## config.mk

```make
export PLATFORM = sky130hd
export DESIGN_NAME = delay_addr_gen
export DESIGN_NICKNAME = d
export VERILOG_FILES = /design/src/rtl/delay_addr_pkg.sv /design/src/rtl/delay_addr_modsub.sv /design/src/rtl/delay_addr_gen.sv
export SDC_FILE = /design/constraint.sdc
export NUM_CORES = 1
export LEC_CHECK = 0
export CAP_MARGIN = 20
export CORE_ASPECT_RATIO = 1.25
export CORE_UTILIZATION = 53
export DETAILED_ROUTE_END_ITERATION = 12
export PLACE_DENSITY_LB_ADDON = 0.08
export SYNTH_ARGS = -nofsm -noshare
export SYNTH_HDL_FRONTEND = slang
export SYNTH_SLANG_ARGS = --single-unit
```

## constraint.sdc

```tcl
create_clock -name clk -period 10 [get_ports clk]
set_clock_uncertainty 0.1 [all_clocks]
set_input_delay 1 -clock clk [delete_from_list [all_inputs] [get_ports clk]]
set_output_delay 1 -clock clk [all_outputs]
set_load 0.1 [all_outputs]
```

## src/rtl/delay_addr_pkg.sv

```systemverilog
// Shared types and helpers for the delay-line address generator.
package delay_addr_pkg;

  localparam int unsigned CALC_W = 32;

  typedef enum logic [1:0] {
    ST_IDLE = 2'd0,
    ST_WR   = 2'd1,
    ST_RD   = 2'd2,
    ST_DONE = 2'd3
  } state_e;

  // Limit a requested tap delay to the deepest sample the buffer still holds.
  function automatic logic [CALC_W-1:0] clamp_delay(input logic [CALC_W-1:0] d,
                                                    input logic [CALC_W-1:0] depth);
    return (d >= depth) ? depth - CALC_W'(1) : d;
  endfunction

endpackage

```

## src/rtl/delay_addr_modsub.sv

```systemverilog
// Read address for one tap: (write address - clamped delay) mod DEPTH.
module delay_addr_modsub
  import delay_addr_pkg::*;
#(
  parameter int unsigned DEPTH = 66,
  parameter int unsigned AW    = 7
) (
  input  logic [AW-1:0] addr_w_i,
  input  logic [AW-1:0] delay_i,
  output logic [AW-1:0] rd_addr_c_o,
  output logic          clamped_c_o
);

  localparam int unsigned SW = AW + 1;

  logic [AW-1:0] d_k;
  logic [SW-1:0] diff;

  // One extra bit catches the borrow; a negative difference wraps by DEPTH.
  always_comb begin
    clamped_c_o = (CALC_W'(delay_i) >= CALC_W'(DEPTH));
    d_k         = AW'(clamp_delay(CALC_W'(delay_i), CALC_W'(DEPTH)));
    diff        = {1'b0, addr_w_i} - {1'b0, d_k};
    if (diff[AW]) begin
      diff = diff + SW'(DEPTH);
    end
    rd_addr_c_o = diff[AW-1:0];
  end

endmodule

```

## src/rtl/delay_addr_gen.sv

```systemverilog
// Write/read address sequencer for a circular sample buffer held in external dual-port RAM:
// one write per enable edge, then NTAP delayed reads.
module delay_addr_gen
  import delay_addr_pkg::*;
#(
  parameter int unsigned DEPTH = 66,
  parameter int unsigned AW    = 7,
  parameter int unsigned NTAP  = 4,
  parameter int unsigned TW    = (NTAP > 1) ? $clog2(NTAP) : 1
) (
  input  logic               clk,
  input  logic               rst_n,
  input  logic               enable,
  input  logic [NTAP*AW-1:0] delay,
  output logic               wren,
  output logic [AW-1:0]      address_w,
  output logic               rden,
  output logic [AW-1:0]      address_r,
  output logic [TW-1:0]      tap_idx,
  output logic               busy,
  output logic               done,
  output logic               delay_err,
  output logic               overrun
);

  state_e        state_q, state_d;
  logic          enable_q;
  logic          armed_q;
  logic [AW-1:0] wp_q, wp_d;
  logic [AW-1:0] address_w_q, address_w_d;
  logic [AW-1:0] address_r_q, address_r_d;
  logic [TW-1:0] tap_q, tap_d;
  logic          wren_q, wren_d;
  logic          rden_q, rden_d;
  logic          busy_q, busy_d;
  logic          done_q, done_d;
  logic          delay_err_q, delay_err_d;
  logic          overrun_q, overrun_d;

  logic          edge_c;
  logic [TW-1:0] rd_tap_c;
  logic [AW-1:0] sel_delay_c;
  logic [AW-1:0] rd_addr_c;
  logic          clamped_c;

  // armed_q blocks a false edge when enable is already high as reset releases.
  assign edge_c   = enable & ~enable_q & armed_q;
  assign rd_tap_c = (state_q == ST_WR) ? '0 : tap_q + 1'b1;

  always_comb begin
    sel_delay_c = delay[AW-1:0];
    for (int k = 0; k < int'(NTAP); k++) begin
      if (TW'(k) == rd_tap_c) begin
        sel_delay_c = delay[k*AW +: AW];
      end
    end
  end

  delay_addr_modsub #(
    .DEPTH (DEPTH),
    .AW    (AW)
  ) u_modsub (
    .addr_w_i    (address_w_q),
    .delay_i     (sel_delay_c),
    .rd_addr_c_o (rd_addr_c),
    .clamped_c_o (clamped_c)
  );

  always_comb begin
    state_d     = state_q;
    wp_d        = wp_q;
    address_w_d = address_w_q;
    address_r_d = address_r_q;
    tap_d       = tap_q;
    wren_d      = 1'b0;
    rden_d      = 1'b0;
    busy_d      = 1'b0;
    done_d      = 1'b0;
    delay_err_d = 1'b0;
    overrun_d   = edge_c & (state_q != ST_IDLE);

    unique case (state_q)
      ST_IDLE: begin
        if (edge_c) begin
          state_d     = ST_WR;
          wren_d      = 1'b1;
          busy_d      = 1'b1;
          address_w_d = wp_q;
          wp_d        = (wp_q == AW'(DEPTH - 1)) ? '0 : wp_q + 1'b1;
        end
      end
      ST_WR, ST_RD: begin
        if (state_q == ST_RD && tap_q == TW'(NTAP - 1)) begin
          state_d = ST_DONE;
          done_d  = 1'b1;
        end else begin
          state_d     = ST_RD;
          tap_d       = rd_tap_c;
          rden_d      = 1'b1;
          busy_d      = 1'b1;
          address_r_d = rd_addr_c;
          delay_err_d = clamped_c;
        end
      end
      ST_DONE: begin
        state_d = ST_IDLE;
      end
      default: begin
        state_d = ST_IDLE;
      end
    endcase
  end

  always_ff @(posedge clk or negedge rst_n) begin
    if (!rst_n) begin
      state_q     <= ST_IDLE;
      enable_q    <= 1'b0;
      armed_q     <= 1'b0;
      wp_q        <= '0;
      address_w_q <= '0;
      address_r_q <= '0;
      tap_q       <= '0;
      wren_q      <= 1'b0;
      rden_q      <= 1'b0;
      busy_q      <= 1'b0;
      done_q      <= 1'b0;
      delay_err_q <= 1'b0;
      overrun_q   <= 1'b0;
    end else begin
      state_q     <= state_d;
      enable_q    <= enable;
      armed_q     <= armed_q | ~enable;
      wp_q        <= wp_d;
      address_w_q <= address_w_d;
      address_r_q <= address_r_d;
      tap_q       <= tap_d;
      wren_q      <= wren_d;
      rden_q      <= rden_d;
      busy_q      <= busy_d;
      done_q      <= done_d;
      delay_err_q <= delay_err_d;
      overrun_q   <= overrun_d;
    end
  end

  assign wren      = wren_q;
  assign address_w = address_w_q;
  assign rden      = rden_q;
  assign address_r = address_r_q;
  assign tap_idx   = tap_q;
  assign busy      = busy_q;
  assign done      = done_q;
  assign delay_err = delay_err_q;
  assign overrun   = overrun_q;

endmodule

```

* Word level (Yosys, flattened, before mapping)
Index checks and enable logic that the tools add are counted.
** Word-level totals
- Bits in registers :: 33
- Output and inout port bits :: 22
- Word-level logic and storage cells :: 59
** Cells by class
- Add/subtract/negate cells :: 4
- Magnitude comparators :: 1
- Eq/ne operators :: 9
- Multiplexer cells :: 19
- Bitwise gates (word level) :: 7
- Reductions and logical operators :: 6
** Operators with widths (number)
- $mux W7 :: 6
- $mux W1 :: 9
- $sub A7 B7 Y8 :: 1
- $add A7 B1 Y7 const B :: 1
- $add A7 B7 Y7 const B :: 1
- $eq A7 B7 Y1 const B :: 1
- $ge A7 B7 Y1 const B :: 1
- $eq A2 B2 Y1 const B :: 3
- $pmux W2 S3 :: 1
- $eq A2 B2 Y1 const A :: 2
- $mux W2 :: 2
- $reduce_and A2 Y1 :: 2
- $and A1 B1 Y1 :: 3
- $not A1 Y1 :: 3
- $add A2 B1 Y2 const B :: 1
- $eq A1 B2 Y1 const A :: 1
- $eq A2 B1 Y1 const B :: 1
- $logic_not A2 Y1 :: 1
- $ne A2 B2 Y1 const B :: 1
- $pmux W1 S2 :: 1
- $reduce_bool A2 Y1 :: 1
- $reduce_or A2 Y1 :: 1
- $logic_and A1 B1 Y1 :: 1
- $or A1 B1 Y1 :: 1

* Logic depth before layout (Yosys ltp)
Gate-level depths: netlist (run 1).
- Depth after elaboration :: 11
- Depth in mapped cells :: 18
- Gate-level depth less buffers :: 17

* Cells and area by module
A second synthesis (run 1) with hierarchy kept.
** Unflattened totals
- Cells, all modules :: 205
- Area, all modules :: 2089.5 um2
** Modules (own cells, without submodules)
- delay_addr_gen :: instances 1, cells an instance 152, area an instance 1672.9 um2
- delay_addr_modsub :: instances 1, cells an instance 53, area an instance 416.6 um2

* Worst setup path before layout (run 1)
Ideal clock, no wire load.
- Kind :: register to register
- Start point :: reg tap_q[0], in the netlist tap_idx[0]
- End point :: reg address_r_q[6], in the netlist address_r[6]
- Library setup time :: 131 ps
- Arrival :: 4020 ps
- Path slack :: 5749 ps
- Stages on the path, launching flop included :: 17
- Cells stage by stage :: dfrtp_1 ha_1 clkbuf_1 nand2_1 o21ai_0 nor4_1 a31oi_1 or3_1 ha_1 inv_1 fa_1 a211oi_1 nor2_1 xor2_1 nand4_1 o2111a_1 or3_1
** Between the ends
- Word-level cells in the longest chain between the ends :: 11
** RTL lines
- from (decl) :: RTL line delay_addr_gen.sv:32 : logic [TW-1:0] tap_q, tap_d;
- from (signal assigned) :: RTL line delay_addr_gen.sv:136 : tap_q <= tap_d;
- $add A2 B1 Y2 :: RTL line delay_addr_gen.sv:48 : assign rd_tap_c = (state_q == ST_WR) ? '0 : tap_q + 1'b1;
- $mux W2 :: RTL line delay_addr_gen.sv:48
- $eq A1 B2 Y1 :: RTL line delay_addr_gen.sv:53 : if (TW'(k) == rd_tap_c) begin
- $mux W7 (3 in a row) :: RTL line delay_addr_gen.sv:53
- $ge A7 B7 Y1 :: RTL line delay_addr_pkg.sv:16 : return (d >= depth) ? depth - CALC_W'(1) : d;
- $mux W7 :: RTL line delay_addr_pkg.sv:16
- $sub A7 B7 Y8 :: RTL line delay_addr_modsub.sv:23 : diff = {1'b0, addr_w_i} - {1'b0, d_k};
- $add A7 B7 Y7 :: RTL line delay_addr_modsub.sv:25 : diff = diff + SW'(DEPTH);
- $mux W7 :: RTL line delay_addr_modsub.sv:24 : if (diff[AW]) begin
- to (signal assigned) :: RTL line delay_addr_gen.sv:135 : address_r_q <= address_r_d;
- to (decl) :: RTL line delay_addr_gen.sv:31 : logic [AW-1:0] address_r_q, address_r_d;
Parallel ways exist; a longest one is shown, timed or not.
A chain may end at the register's enable or synchronous reset.

* Final worst setup path (run 1)
Same ends and word-level chain as after synthesis.

==> run metrics, run 1 <==
post-route setup TNS=0 ns; top cells by count, synth=43 x nand2_1, 33 x dfrtp_1, 20 x nor2_1, 20 x o21ai_0, 16 x ha_1; worst r2r path cells=15; die area=4185 um^2; Yosys warning count=0; Seq cells post-synth=33; FMAX=211.6 MHz; fin crit share=47.25%; outcome=finished with violations; Die X=58.06 um; core area=3785 um^2; DP HPWL=3525 um; CTS tree=done; CP arrival=4.80 ns; Period minus WS final=4.725 ns; reg2reg setup slack=5.27 ns; n_diodes=0; vias in the first global route=1708; IO Pins=53; Hold-fix buffers, CTS=0; WL final=4657 um; cts repair resizes=0; H-tree lvl count=2; failing checks=design-rule violations; hold crit path type=register to register; CTS max path bufs=2; first element of the critical path=tap_idx[0]; Final Hold Fails=0; cell taking the most area after synthesis=dfrtp_1; Die Height=72.08 um; post-CTS setup buffers=0; Post-Synthesis Cell Area=2082 um^2; layout cell share with drive strength beyond 1=8.214%; RR Startpoint=tap_idx[0]; most frequent cell after synthesis=nand2_1; DR pass1 iterations=10; initial drt markers=69; Synth Flop Type=dfrtp_1; synthesized area per cell=9.212 um^2; CP endpoint kind=register; Critical Path Sink=address_r[6]; Final Instance Area=2783 um^2; initial core utilization=55.01%; maxcap violations=0; clk sinks=33; top cell type's share of synthesized area=39.66%; asr flop ratio synth=100.0%; CP Data Required Time=10.07 ns; Hold WS=0.3802 ns; cells after synthesis=226; initial antenna violation count=0; reg2reg end=address_r[6]; Clk pin slew, worst setup/hold paths=0.08 ns; Cell Area, Placed=2645 um^2; vias per cell=5.485; post-synthesis sequential area ratio=39.66%; startpoint types=register; Worst-Skew Late Latency=0.29 ns; cts bufs inserted=5; final net count=327; All-Layer GR Usage=24.47%; Std-Cell Rows=25; CTS root buf=clkbuf_8; PortBufs=52; Relative slew margins=34.53%; Via Count=1832; largest net degree at the start of global routing=34; EDFF count, synth=0; nets in the synthesized netlist=274; P&R area growth vs syn=33.65%; Crit Path Category=register to register; RSZ-0062 raised after global routing=no; wire per inst=13.94 um; CP Max Fanout=21; Unique masters post-synth=43; Setup Viol. Count Final=0; Antenna Nets Post-Route=0; first-pass GRT wire length=7721 um; ranking of synthesized cells by area=dfrtp_1 40%, ha_1 9.6%, nand2_1 7.8%, o21ai_0 4.8%, nor2_1 3.6%; Post-route DRC=2; Slew Limit Fails=0; Slew @ Worst Pin=0.9791 ns; Routability Congestion=0.8335; grt ovf=0
-- worst max-delay path: stages, from the launching register on --
cell and delay [ns]:
dfrtp_1 0.68, ha_1 0.62, nand2_1 0.21, o21ai_0 0.30, nor4_1 0.10, a31oi_1 0.23, or3_1 0.15, ha_1 0.17
inv_1 0.06, fa_1 0.41, a211oi_1 0.39, nor2_1 0.11, xor2_1 0.28, nand4_1 0.17, o2111a_1 0.26, or3_1 0.36
-- placed cells by master, fill, tap and decap left out, drive strengths merged, types with 3 or more instances in the layout --
master | netlist | layout
dfrtp | 33 | 33
and3 | 3 | 3
a21oi | 3 | 3
nand2 | 43 | 43
o21ai | 25 | 25
clkdlybuf4s50 | 0 | 52
a22oi | 6 | 6
mux2 | 4 | 4
a211oi | 3 | 3
mux2i | 7 | 7
xor2 | 8 | 8
a31oi | 3 | 3
xnor2 | 4 | 4
ha | 16 | 16
nand2b | 5 | 5
nand3 | 3 | 3
clkbuf | 4 | 5
nand4 | 4 | 4
nor2 | 23 | 23
inv | 8 | 9
nor4 | 4 | 4
-- metal layers --
metal | up-vias | part of all wire, % | GRT usage, %
met5 | - | 0 | 0
met4 | 0 | 2.2 | 10.85
met3 | 8 | 3.8 | 4.991
met2 | 45 | 53 | 42.15
met1 | 879 | 41 | 29.27
li1 | 900 | - | -
-- through the flow --
| step | utilization [%] | worst slack [ns] | instances |
|---|---|---|---|
| floorplan | - | 5.749 | 226 |
| global placement | 69.88 | 5.524 | 326 |
| detailed placement | 69.88 | 5.356 | 326 |
| CTS | 73.52 | 5.355 | 334 |
| global route | 73.52 | 4.993 | 334 |
| finish | 73.52 | 5.275 | 334 |
-- cell families (layout without fill, tap and decap cells) --
| family | count (synthesis) | count (layout) | share of synthesized area [%] |
|---|---|---|---|
| XOR/XNOR | 12 | 12 | 5.409 |
| AO/OA/AOI/OAI | 49 | 49 | 16.47 |
| buffers and inverters | 15 | 69 | 3.005 |
| flip-flops | 33 | 33 | 39.66 |
| multiplexers | 11 | 11 | 5.529 |
| adder cells (fa/ha/maj) | 17 | 17 | 10.58 |
| AND/OR/NAND/NOR | 89 | 89 | 19.35 |
-- layout make-up --
cell class	instances	area, um^2
clock buffer	5	68.82
clock inverter	3	68.82
fill	302	1002
inverter	8	30.03
multi-input combinational	178	1194
sequential	33	825.8
tap	54	67.56
timing repair buffer	53	528.0
-- flip-flops by register name (all words and copies together), names as in the netlist --
name and cells:
tap_idx 2, wren 1, enable_q 1, overrun 1
state_q 2, wp_q 7, busy 1, address_r 7
rden 1, done 1, address_w 7, delay_err 1
armed_q 1
-- worst min-delay path by stage --
stage                        from      end  slack, ns  depth (start not counted)
after CTS                 armed_q  armed_q       0.39                          1
after global routing      armed_q  armed_q       0.41                          1
after floorplan           armed_q  armed_q       0.34                          1
after global placement    armed_q  armed_q       0.35                          1
final                     armed_q  armed_q       0.38                          1
after detailed placement  armed_q  armed_q       0.37                          1
Power of run 1 is not shown: default switching activity piles up to over one toggle a cycle in this logic, so the estimate is an artifact.
==> run 2: changes to the inputs <==
--- a/config.mk
+++ b/config.mk
@@ -7,7 +7,7 @@
 export LEC_CHECK = 0
 export CAP_MARGIN = 20
 export CORE_ASPECT_RATIO = 1.25
-export CORE_UTILIZATION = 53
+export CORE_UTILIZATION = 44
 export DETAILED_ROUTE_END_ITERATION = 12
 export PLACE_DENSITY_LB_ADDON = 0.08
 export SYNTH_ARGS = -nofsm -noshare
==> constraint.sdc (replaced) <==
create_clock -name clk -period 4.05 [get_ports clk]
set_clock_uncertainty 0.1 [all_clocks]
set_input_delay 0.405 -clock clk [delete_from_list [all_inputs] [get_ports clk]]
set_output_delay 0.405 -clock clk [all_outputs]
set_load 0.1 [all_outputs]
==> run 2 against run 1 <==
Net effect: largest cell class unchanged; first-iteration DRC count is 49% higher; maximum frequency is 26% higher; cell count is 2.7% higher; highest routed layer unchanged; the flow now finishes without violations.
==> run metrics, run 2 (synthesis results as in run 1) <==
DP HPWL=3645 um (+3.4%); initial antenna violation count=0 (unchanged); Antenna Nets Post-Route=0 (unchanged); Relative slew margins=34.26% (-0.27 points); pre-CTS setup slack=0.1630 ns (-5.193 ns); largest net degree at the start of global routing=34 (unchanged); Die X=63.53 um (+9.4%); initial drt markers=103 (+49%); Layout Cells excl Fill=343 (+2.7%); fin crit share=92.76% (+46 points); final net count=332 (+1.5%); worst r2r path cells=17 (+2); first-pass GRT wire length=8128 um (+5.3%); core area=4459 um^2 (+18%); Worst-Skew Late Latency=0.28 ns (about the same); CP arrival=3.82 ns (-0.98 ns); Final Hold Fails=0 (unchanged); Post-route DRC=0 (-2); Routability Congestion=0.8507 (+2.1%); Period minus WS final=3.757 ns (-0.9682 ns); cts bufs inserted=5 (unchanged); CTS tree=done; initial core utilization=46.69% (-8.3 points); CP endpoint kind=register; outcome=finished clean; WL final=4750 um (+2.0%); post-route setup TNS=0 ns (unchanged); most frequent cells in the layout=52 x clkdlybuf4s50_1, 43 x nand2_1, 31 x dfrtp_1; Hold-fix buffers, CTS=0 (unchanged); Slew @ Worst Pin=0.9831 ns (+0.004015 ns); maxcap violations=0 (unchanged); Std-Cell Rows=27 (+8.0%); FMAX=266.2 MHz (+26%); clk sinks=33 (unchanged); hold crit path type=register to register; n_diodes=0 (unchanged); Placed Instances=335 (+2.8%); CP Max Fanout=11 (-48%); H-tree lvl count=2 (unchanged); post-CTS setup buffers=0 (unchanged); layout cell share with drive strength beyond 1=10.88% (+2.7 points); Hold EP=armed_q; grt ovf=0 (unchanged); Hold Path Cell Cnt=1 (unchanged); IO Pins=53 (unchanged); Die Height=78.91 um (+9.5%); Via Count=1790 (-2.3%); CTS max path bufs=2 (unchanged); All-Layer GR Usage=20.86% (-3.6 points); die area=5013 um^2 (+20%); cts repair resizes=0 (unchanged); wire per inst=13.85 um (-0.68%); RR Startpoint=state_q[1]; commonest non-fill, non-tap cell in the layout=clkdlybuf4s50_1; CP Data Required Time=4.11 ns (-5.96 ns); PortBufs=52 (unchanged); CTS root buf=clkbuf_8; RSZ-0062 raised after global routing=no; vias in the first global route=1804 (+5.6%); Slew Limit Fails=0 (unchanged); fin util=62.57% (-11 points); Crit Path Category=register to register; Clk pin slew, worst setup/hold paths=0.06 ns (-0.02 ns); vias per cell=5.219 (-4.9%); Setup Viol. Count Final=0 (unchanged); reg2reg setup slack=0.29 ns (-4.98 ns); reg2reg end=address_r[6]; Worst Hold Launch=armed_q; DR pass1 iterations=4 (-6); final setup margin=0.2931 ns (-4.982 ns); startpoint types=register; P&R area growth vs syn=34.01%
## run 2: cell count changes in the layout (fill, tap and decap cells not counted), moves of 2 or more
cell,delta
dfrtp_1,-2
clkinv_2,+2
o21ai_1,+3
bufinv_16,-2
o21ai_0,-3
buf_4,+5
dfrtp_2,+2
## run 2: layout make-up
cell class | count | area [um^2]
multi-input combinational | 178 | 1211
tap | 58 | 72.57
inverter | 8 | 30.03
clock inverter | 2 | 10.01
clock buffer | 6 | 72.57
timing repair buffer | 58 | 565.5
fill | 398 | 1669
sequential | 33 | 828.3
## run 2: critical path, cell delays in order, from the launching register on
cell and delay, ns:
dfrtp_1 0.42, inv_1 0.15, ha_4 0.22, inv_2 0.06
nand2_1 0.16, o21ai_0 0.14, nor4_1 0.27, a31oi_1 0.14
or3_1 0.33, ha_1 0.20, inv_1 0.07, fa_1 0.21
a211oi_2 0.09, nor2_1 0.13, xor2_1 0.19, nand4_1 0.14
o2111a_1 0.25, or3_1 0.36
## run 2: how the worst max path moves through the flow
stage	start	endpoint	slack (ns)	depth (start not counted)
4_1_cts	state_q[1]	address_r[6]	0.13	17
2_1_floorplan	tap_idx[0]	address_r[6]	0.04	16
6_report	state_q[1]	address_r[6]	0.29	17
3_5_place_dp	state_q[1]	address_r[6]	0.16	17
3_3_place_gp	state_q[1]	address_r[6]	0.30	17
5_1_grt	state_q[1]	address_r[6]	0.04	17
## run 2: layer usage
layer  share of wire, %  vias to the layer above  global-route usage [%]  wire length [um]
li1                   -                      904                       -                 -
met1                 44                      823                   25.57              2113
met2                 48                       51                   35.53              2268
met3                5.5                       12                   4.741               263
met4                2.2                        0                   7.500               105
met5                  0                        -                       0                 0
## run 2: metrics by stage
| stage | hold WS, ns | instance area, um^2 |
|---|---|---|
| after floorplan | 0.009409 | 2085 |
| after global placement | 0.3553 | 2690 |
| after detailed placement | 0.3526 | 2690 |
| after CTS | 0.3727 | 2773 |
| after global routing | 0.4052 | 2790 |
| final | 0.3706 | 2790 |
Power of run 2 is left out for the same reason.
